===== src/rtl/rom_frame_reader_pkg.sv =====
// Shared types for the ROM frame reader: FSM encoding and the layout of one
// output FIFO entry (flag bits sit directly above the pixel data bits).
package rom_frame_reader_pkg;

    typedef enum logic [1:0] {
        ST_IDLE  = 2'd0,
        ST_ISSUE = 2'd1,
        ST_DRAIN = 2'd2
    } state_t;

    // Flag offsets relative to DATA_WIDTH inside a FIFO entry.
    localparam int FLAG_SOF  = 0;
    localparam int FLAG_EOL  = 1;
    localparam int FLAG_EOF  = 2;
    localparam int NUM_FLAGS = 3;

    // Packed so that {flags_t, data} puts sof at DATA_WIDTH+FLAG_SOF.
    typedef struct packed {
        logic eof;
        logic eol;
        logic sof;
    } flags_t;

endpackage


===== src/rtl/rom_frame_reader_if.sv =====
// Pixel stream leaving the frame reader towards the matching datapath.
interface rom_frame_reader_if #(
    parameter int DATA_WIDTH = 32
) ();
    logic [DATA_WIDTH-1:0] m_data;
    logic                  m_valid;
    logic                  m_ready;
    logic                  m_sof;
    logic                  m_eol;
    logic                  m_eof;

    // A beat transfers on a rising edge where m_valid && m_ready. Once m_valid
    // is high, m_data and the flags hold until that edge; m_valid never waits
    // on m_ready, and the flags mean nothing while m_valid is low.
    modport master (
        output m_data,
        output m_valid,
        output m_sof,
        output m_eol,
        output m_eof,
        input  m_ready
    );

    modport slave (
        input  m_data,
        input  m_valid,
        input  m_sof,
        input  m_eol,
        input  m_eof,
        output m_ready
    );
endinterface


===== src/rtl/rom_frame_fifo.sv =====
// Synchronous first-word-fall-through FIFO with an occupancy count; the head
// entry is visible on o_rdata whenever o_valid is high.
module rom_frame_fifo #(
    parameter int WIDTH = 35,
    parameter int DEPTH = 4
) (
    input  logic                       clk,
    input  logic                       rst_n,
    input  logic                       i_push,
    input  logic [WIDTH-1:0]           i_wdata,
    input  logic                       i_pop,
    output logic [WIDTH-1:0]           o_rdata,
    output logic                       o_valid,
    output logic [$clog2(DEPTH+1)-1:0] o_count
);
    localparam int AW = (DEPTH > 1) ? $clog2(DEPTH) : 1;
    localparam int CW = $clog2(DEPTH + 1);

    logic [WIDTH-1:0] r_mem [DEPTH];
    logic [AW-1:0]    r_wr_ptr;
    logic [AW-1:0]    r_rd_ptr;
    logic [CW-1:0]    r_count;

    logic w_do_push;
    logic w_do_pop;

    assign w_do_pop  = i_pop && (r_count != '0);
    // A full FIFO still accepts a write in the cycle its head is popped.
    assign w_do_push = i_push && ((r_count != CW'(DEPTH)) || w_do_pop);

    always_ff @(posedge clk or negedge rst_n) begin
        if (!rst_n) begin
            r_wr_ptr <= '0;
            r_rd_ptr <= '0;
            r_count  <= '0;
            for (int i = 0; i < DEPTH; i++) begin
                r_mem[i] <= '0;
            end
        end else begin
            if (w_do_push) begin
                r_mem[r_wr_ptr] <= i_wdata;
                r_wr_ptr        <= r_wr_ptr + AW'(1);
            end
            if (w_do_pop) begin
                r_rd_ptr <= r_rd_ptr + AW'(1);
            end
            case ({w_do_push, w_do_pop})
                2'b10:   r_count <= r_count + CW'(1);
                2'b01:   r_count <= r_count - CW'(1);
                default: r_count <= r_count;
            endcase
        end
    end

    assign o_rdata = r_mem[r_rd_ptr];
    assign o_valid = (r_count != '0);
    assign o_count = r_count;

endmodule


===== src/rtl/rom_frame_reader.sv =====
// Reads one stored image out of a fixed-latency ROM and streams it as pixels
// with sof/eol/eof markers; a credit check keeps every returning word a slot.
module rom_frame_reader
    import rom_frame_reader_pkg::*;
#(
    parameter int ADDR_WIDTH = 10,
    parameter int DATA_WIDTH = 32,
    parameter int IMG_W      = 32,
    parameter int IMG_H      = 32,
    parameter int RD_LATENCY = 2,
    parameter int FIFO_DEPTH = 4
) (
    input  logic                  clk,
    input  logic                  rst_n,
    input  logic                  start,
    output logic                  busy,
    output logic                  done,
    output logic [ADDR_WIDTH-1:0] rom_addr,
    output logic                  rom_clk_en,
    input  logic [DATA_WIDTH-1:0] rom_rd_data,
    rom_frame_reader_if.master    m_if,
    output state_t                o_dbg_state
);
    localparam int XW = (IMG_W > 1) ? $clog2(IMG_W) : 1;
    localparam int YW = (IMG_H > 1) ? $clog2(IMG_H) : 1;
    localparam int CW = $clog2(FIFO_DEPTH + 1);
    localparam int SW = CW + 1;
    localparam int EW = DATA_WIDTH + NUM_FLAGS;

    state_t                r_state;
    logic                  r_busy;
    logic                  r_done;
    logic [ADDR_WIDTH-1:0] r_addr;
    logic [XW-1:0]         r_x;
    logic [YW-1:0]         r_y;
    logic [CW-1:0]         r_inflight;
    logic [RD_LATENCY-1:0] r_sr_valid;
    flags_t                r_sr_flags [RD_LATENCY];

    logic          w_issue;
    flags_t        w_issue_flags;
    logic          w_push;
    logic          w_pop;
    logic          w_eof_hs;
    logic [EW-1:0] w_wdata;
    logic [EW-1:0] w_head;
    logic          w_fifo_valid;
    logic [CW-1:0] w_fifo_count;
    logic [SW-1:0] w_used;

    // Every read in flight already owns a FIFO slot, so the ROM pipeline never
    // has to stall mid-read when the consumer stops accepting.
    assign w_used  = {1'b0, r_inflight} + {1'b0, w_fifo_count};
    assign w_issue = (r_state == ST_ISSUE) && (w_used < SW'(FIFO_DEPTH));

    always_comb begin
        w_issue_flags     = '0;
        w_issue_flags.sof = (r_x == '0) && (r_y == '0);
        w_issue_flags.eol = (r_x == XW'(IMG_W - 1));
        w_issue_flags.eof = w_issue_flags.eol && (r_y == YW'(IMG_H - 1));
    end

    // Flags ride alongside the ROM read so they meet their word at the tail.
    always_ff @(posedge clk or negedge rst_n) begin
        if (!rst_n) begin
            r_sr_valid <= '0;
            for (int i = 0; i < RD_LATENCY; i++) begin
                r_sr_flags[i] <= '0;
            end
        end else begin
            r_sr_valid[0] <= w_issue;
            r_sr_flags[0] <= w_issue_flags;
            for (int i = 1; i < RD_LATENCY; i++) begin
                r_sr_valid[i] <= r_sr_valid[i-1];
                r_sr_flags[i] <= r_sr_flags[i-1];
            end
        end
    end

    assign w_push  = r_sr_valid[RD_LATENCY-1];
    assign w_wdata = {r_sr_flags[RD_LATENCY-1], rom_rd_data};

    always_ff @(posedge clk or negedge rst_n) begin
        if (!rst_n) begin
            r_inflight <= '0;
        end else begin
            case ({w_issue, w_push})
                2'b10:   r_inflight <= r_inflight + CW'(1);
                2'b01:   r_inflight <= r_inflight - CW'(1);
                default: r_inflight <= r_inflight;
            endcase
        end
    end

    rom_frame_fifo #(
        .WIDTH (EW),
        .DEPTH (FIFO_DEPTH)
    ) u_fifo (
        .clk     (clk),
        .rst_n   (rst_n),
        .i_push  (w_push),
        .i_wdata (w_wdata),
        .i_pop   (w_pop),
        .o_rdata (w_head),
        .o_valid (w_fifo_valid),
        .o_count (w_fifo_count)
    );

    assign w_pop    = w_fifo_valid && m_if.m_ready;
    assign w_eof_hs = w_pop && w_head[DATA_WIDTH + FLAG_EOF];

    always_ff @(posedge clk or negedge rst_n) begin
        if (!rst_n) begin
            r_state <= ST_IDLE;
            r_busy  <= 1'b0;
            r_done  <= 1'b0;
            r_addr  <= '0;
            r_x     <= '0;
            r_y     <= '0;
        end else begin
            r_done <= 1'b0;
            case (r_state)
                ST_IDLE: begin
                    // A start landing in the done cycle belongs to the old frame.
                    if (start && !r_done) begin
                        r_state <= ST_ISSUE;
                        r_busy  <= 1'b1;
                        r_addr  <= '0;
                        r_x     <= '0;
                        r_y     <= '0;
                    end
                end
                ST_ISSUE: begin
                    if (w_issue) begin
                        if (w_issue_flags.eof) begin
                            r_state <= ST_DRAIN;
                        end else begin
                            r_addr <= r_addr + ADDR_WIDTH'(1);
                        end
                        if (w_issue_flags.eol) begin
                            r_x <= '0;
                            r_y <= w_issue_flags.eof ? '0 : r_y + YW'(1);
                        end else begin
                            r_x <= r_x + XW'(1);
                        end
                    end
                end
                ST_DRAIN: begin
                    if (w_eof_hs) begin
                        r_state <= ST_IDLE;
                        r_busy  <= 1'b0;
                        r_done  <= 1'b1;
                    end
                end
                default: begin
                    r_state <= ST_IDLE;
                    r_busy  <= 1'b0;
                end
            endcase
        end
    end

    assign busy        = r_busy;
    assign done        = r_done;
    assign rom_addr    = r_addr;
    assign rom_clk_en  = w_issue;
    assign o_dbg_state = r_state;

    assign m_if.m_data  = w_head[DATA_WIDTH-1:0];
    assign m_if.m_valid = w_fifo_valid;
    assign m_if.m_sof   = w_head[DATA_WIDTH + FLAG_SOF];
    assign m_if.m_eol   = w_head[DATA_WIDTH + FLAG_EOL];
    assign m_if.m_eof   = w_head[DATA_WIDTH + FLAG_EOF];

endmodule


===== src/flat_wrapper.sv =====
// flat-port wrapper written by rule: the top's interface ports become plain ports
module rom_frame_reader_flat import rom_frame_reader_pkg::*;
#(
    parameter int ADDR_WIDTH = 10,
    parameter int DATA_WIDTH = 32,
    parameter int IMG_W      = 32,
    parameter int IMG_H      = 32,
    parameter int RD_LATENCY = 2,
    parameter int FIFO_DEPTH = 4
)
  (clk, rst_n, start, busy, done, rom_addr, rom_clk_en, rom_rd_data, o_dbg_state, m_if_m_data, m_if_m_valid, m_if_m_sof, m_if_m_eol, m_if_m_eof, m_if_m_ready);
  rom_frame_reader_if #(.DATA_WIDTH(DATA_WIDTH)) m_if_i ();
  input  logic clk;
  input  logic rst_n;
  input  logic start;
  output logic busy;
  output logic done;
  output logic [ADDR_WIDTH-1:0] rom_addr;
  output logic rom_clk_en;
  input  logic [DATA_WIDTH-1:0] rom_rd_data;
  output state_t o_dbg_state;
  output wire logic [$bits(m_if_i.m_data)-1:0] m_if_m_data;
  output wire logic [$bits(m_if_i.m_valid)-1:0] m_if_m_valid;
  output wire logic [$bits(m_if_i.m_sof)-1:0] m_if_m_sof;
  output wire logic [$bits(m_if_i.m_eol)-1:0] m_if_m_eol;
  output wire logic [$bits(m_if_i.m_eof)-1:0] m_if_m_eof;
  input wire logic [$bits(m_if_i.m_ready)-1:0] m_if_m_ready;
  assign m_if_m_data = m_if_i.m_data;
  assign m_if_m_valid = m_if_i.m_valid;
  assign m_if_m_sof = m_if_i.m_sof;
  assign m_if_m_eol = m_if_i.m_eol;
  assign m_if_m_eof = m_if_i.m_eof;
  assign m_if_i.m_ready = m_if_m_ready;
  rom_frame_reader #(.ADDR_WIDTH(ADDR_WIDTH), .DATA_WIDTH(DATA_WIDTH), .IMG_W(IMG_W), .IMG_H(IMG_H), .RD_LATENCY(RD_LATENCY), .FIFO_DEPTH(FIFO_DEPTH)) u_core (.clk(clk), .rst_n(rst_n), .start(start), .busy(busy), .done(done), .rom_addr(rom_addr), .rom_clk_en(rom_clk_en), .rom_rd_data(rom_rd_data), .m_if(m_if_i), .o_dbg_state(o_dbg_state));
endmodule

===== config.mk =====
export PLATFORM = sky130hd
export DESIGN_NAME = rom_frame_reader_flat
export DESIGN_NICKNAME = d
export VERILOG_FILES = /design/src/rtl/rom_frame_reader_pkg.sv /design/src/rtl/rom_frame_reader_if.sv /design/src/rtl/rom_frame_fifo.sv /design/src/rtl/rom_frame_reader.sv /design/src/flat_wrapper.sv
export SDC_FILE = /design/constraint.sdc
export NUM_CORES = 1
export LEC_CHECK = 0
export BUFFER_PORTS_ARGS = -buffer_cell sky130_fd_sc_hd__buf_2
export CORE_ASPECT_RATIO = 1.1
export CORE_MARGIN = 4
export CORE_UTILIZATION = 53
export CTS_CLUSTER_DIAMETER = 150
export DETAILED_ROUTE_END_ITERATION = 10
export GPL_ROUTABILITY_DRIVEN = 0
export PLACE_DENSITY = 0.86
export SLEW_MARGIN = 20
export SYNTH_ARGS = -nofsm -noshare
export SYNTH_HDL_FRONTEND = slang
export SYNTH_SLANG_ARGS = --single-unit

===== constraint.sdc =====
create_clock -name clk -period 2.1 [get_ports clk]
set_clock_uncertainty 0.05 [all_clocks]
set_input_delay 0.315 -clock clk [delete_from_list [all_inputs] [get_ports clk]]
set_output_delay 0.315 -clock clk [all_outputs]
set_load 0.02 [all_outputs]

==> flow_metrics.env <==
export IMPL_cp_end_kind="primary output"
export IMPL_finalNetCount=737
export IMPL_dp_cells=839
export IMPL_synth_net_count=604
export IMPL_num_vias=5228
export IMPL_dr_first_iter_drc_count=313
export IMPL_cp_data_arrival_time_ps=1820
export IMPL_worstPathMaxFanout=3
export IMPL_ys_seq_area_frac=0.555
export IMPL_die_area_um2=17500
export IMPL_period_minus_slack_ps=2190
export IMPL_final_layout_size_suffix_gt1_frac=0.534
export IMPL_leakagePower_nw=4.60
export IMPL_port_buffers=86
export IMPL_utilization=0.671
export IMPL_slew_viol_final=0
export IMPL_start_kind="register"
export IMPL_criticalPathCategory="reg -> out"
export IMPL_critPathTopFamily="buffers and inverters"
export IMPL_fin_cells=894
export IMPL_p_per_area_nw_per_um2=1700
export IMPL_fp_dieH_um=139
export IMPL_crit_top_cell="buf_6"
export IMPL_status="finished, violations left"
export IMPL_wirelength_um=18400
export IMPL_r2r_start="u_core.u_fifo.o_count[2]"
export IMPL_grt_max_degree=63
export IMPL_ys_types=48
export IMPL_num_rows=47
export IMPL_area_growth_pct=23.5
export IMPL_cts_tree="built"
export IMPL_setup_violations=42
export IMPL_drv_cap=0
export IMPL_violations="negative setup slack"
export IMPL_routed_via_density=5.85
export IMPL_antenna_found_initial=1
export IMPL_start_util=0.543
export IMPL_slowest_stage="dfrtp_1"
export IMPL_cts_buffers=17
export IMPL_syn_area_um2=8210
export IMPL_worst_hold_path_type="in -> reg"
export IMPL_grt_pass1_wl_um=30100
export IMPL_syn_inst=551
export IMPL_yosys_warnings=0
export IMPL_drc_errors=0
export IMPL_grt_pass1_vias=5914
export IMPL_clk_latency_ps=430
export IMPL_avgRoutedWirePerCell_um=20.5
export IMPL_ir_worst_vdd_uv=841
export IMPL_cts_root_buffer="clkbuf_16"
export IMPL_clock_sinks=182
export IMPL_hold_viol=0
export IMPL_grt_usage=0.216
export IMPL_timing_final_ws_setup_ps=-88.8
export IMPL_crit_chain="buf_6, ha_4, nor3_4, nand3_2, buf_6, inv_4, buf_6"
export IMPL_max_freq_ghz=0.457
export IMPL_ys_ff_latch=182
export IMPL_finalCritPeriodShare=1.04
export IMPL_path_buf_inv=4
export IMPL_synth_avg_cell_area_um2=14.9
export IMPL_core_um2=15100
export IMPL_die_width_um=127
export IMPL_h_tree_depth=4
export IMPL_dr_pass1_iters=4
export IMPL_cts_buffer_depth=2
export IMPL_min_from="rom_rd_data[13]"
export IMPL_clk_pin_slew_ps=70
export IMPL_cp_data_required_time_ps=1740
export IMPL_tightest_slew_ps=596
export IMPL_rsz0062_at_grt="yes"
export IMPL_max_slew_margin=0.603
export IMPL_grt_overflow=0
export IMPL_pin_count=87
export IMPL_critPathMaxStageDelay_ps=410
export IMPL_antenna_left=0
export IMPL_crit_start="u_core.u_fifo.o_count[2]"
export IMPL_dpl_hpwl_um=12000
sequential cells by signal (all words and copies together) (netlist names):
name / flops
u_core.u_fifo.o_count: 3
u_core.done: 1
u_core.busy: 1
u_core.rom_addr: 10
u_core.u_fifo.r_rd_ptr: 2
u_core.r_sr_valid: 2
u_core.u_fifo.r_wr_ptr: 2
u_core.r_x: 5
u_core.r_inflight: 3
u_core.o_dbg_state: 2
u_core.u_fifo.r_mem: 140
u_core.r_y: 5
u_core.r_sr_flags: 6
placed cells by master, fill, tap and decap left out, types with 3 or more instances in the layout:
cell type and instances:
nand3_1 10, o21ai_0 16, buf_6 20, nor2_1 8, a21oi_1 5, nand4_1 3, buf_12 10, xnor2_1 5
or4_1 3, inv_2 3, nand2b_1 4, buf_4 39, nand2_2 5, o31ai_1 5, xor2_1 5, dfrtp_1 180
clkbuf_16 17, mux2_1 9, inv_8 3, nand2_1 17, mux2_2 131, mux4_2 35, clkinvlp_4 3, ha_4 6
buf_2 70, ha_1 7, inv_1 16
layout make-up:
class | count | area [um^2]
inverter | 21 | 83.8
antenna | 1 | 2.50
fill | 1019 | 4980
clock inverter | 11 | 139
tap | 196 | 245
clock buffer | 21 | 460
timing repair buffer | 140 | 1080
multi-input combinational | 322 | 3570
sequential | 182 | 4560
where the power goes:
group	total (mW)	switching [mW]	internal, mW
logic	8.06	3.78	4.29
registers	5.92	0.895	5.03
clock network	3.22	1.37	1.84
worst paths after layout:
check	depth (start not counted)	slack, ps	to
min in group asynchronous	2	390	u_core.rom_addr[5]
worst max-delay path	7	-90	rom_clk_en
worst min-delay path	2	90	u_core.u_fifo.r_mem[118]
max in group asynchronous	3	910	u_core.u_fifo.r_mem[62]
worst min register to register	0	300	u_core.r_sr_valid[1]
worst max register to register	10	-50	u_core.r_inflight[2]
cell usage after synthesis, drive strengths merged:
master,instances,area (um^2)
a211oi,1,12.5
a21o,1,7.51
a21oi,6,30.0
a22o,2,17.5
a31oi,3,18.8
a41o,1,10.0
and2,1,6.26
and2b,1,7.51
and3,3,18.8
and4,1,8.76
and4b,1,10.0
buf,19,131
clkbuf,7,26.3
dfrtp,182,4550
fa,2,40.0
ha,15,188
inv,21,78.8
mux2,140,1580
mux2i,2,20.0
mux4,35,788
nand2,22,92.6
nand2b,4,25.0
nand3,12,60.1
nand4,3,18.8
nor2,8,30.0
nor3,3,15.0
nor3b,1,7.51
nor4,3,18.8
nor4b,1,23.8
o21ai,18,93.8
o22ai,2,12.5
o31a,1,8.76
o31ai,7,66.3
o32ai,1,8.76
o41a,1,11.3
o41ai,2,17.5
or2b,2,15.0
or3,1,6.26
or4,4,30.0
or4b,1,10.0
xnor2,5,43.8
xor2,5,43.8
through the flow:
stage | total power, mW | TNS [ps] | area, um^2 | hold WS, ps | setup slack [ps]
after floorplan | 10.7 | 0 | 8220 | -30.6 | 6.56
after global placement | 12.4 | 0 | 9110 | 275 | 65.2
after detailed placement | 12.9 | -198 | 9110 | 287 | -90.5
after CTS | 16.8 | -1860 | 9930 | 80.8 | -99.1
after global routing | 18.1 | -7590 | 10100 | 94.2 | -151
final | 17.2 | -1130 | 10100 | 93.7 | -88.8
repair_timing:
action / 4_1_cts / 5_1_grt
buffers inserted: 14 / 8
gates resized for setup: 28 / 39
pin swaps: 13 / 7
endpoints found under the hold margin: 58 / 0
hold buffers: 1 / 0
setup endpoints to repair: 42 / 56
logic make-up after synthesis:
| logic type | Yosys count | share of synthesized area |
|---|---|---|
| AO/OA/AOI/OAI | 46 | 0.0384 |
| AND/OR/NAND/NOR | 72 | 0.0492 |
| XOR/XNOR | 10 | 0.0107 |
| multiplexers | 177 | 0.290 |
| buffers and inverters | 47 | 0.0288 |
| adder cells (fa/ha/maj) | 17 | 0.0277 |
| flip-flops | 182 | 0.555 |
routing by layer:
metal  vias to the layer above  share of wire  GRT usage
li1                       2301              -          -
met1                      2736           0.38      0.252
met2                       148           0.54      0.385
met3                        43          0.039     0.0428
met4                         0          0.034     0.0943
met5                         -              0          0
(Power assumes the default switching activity.)
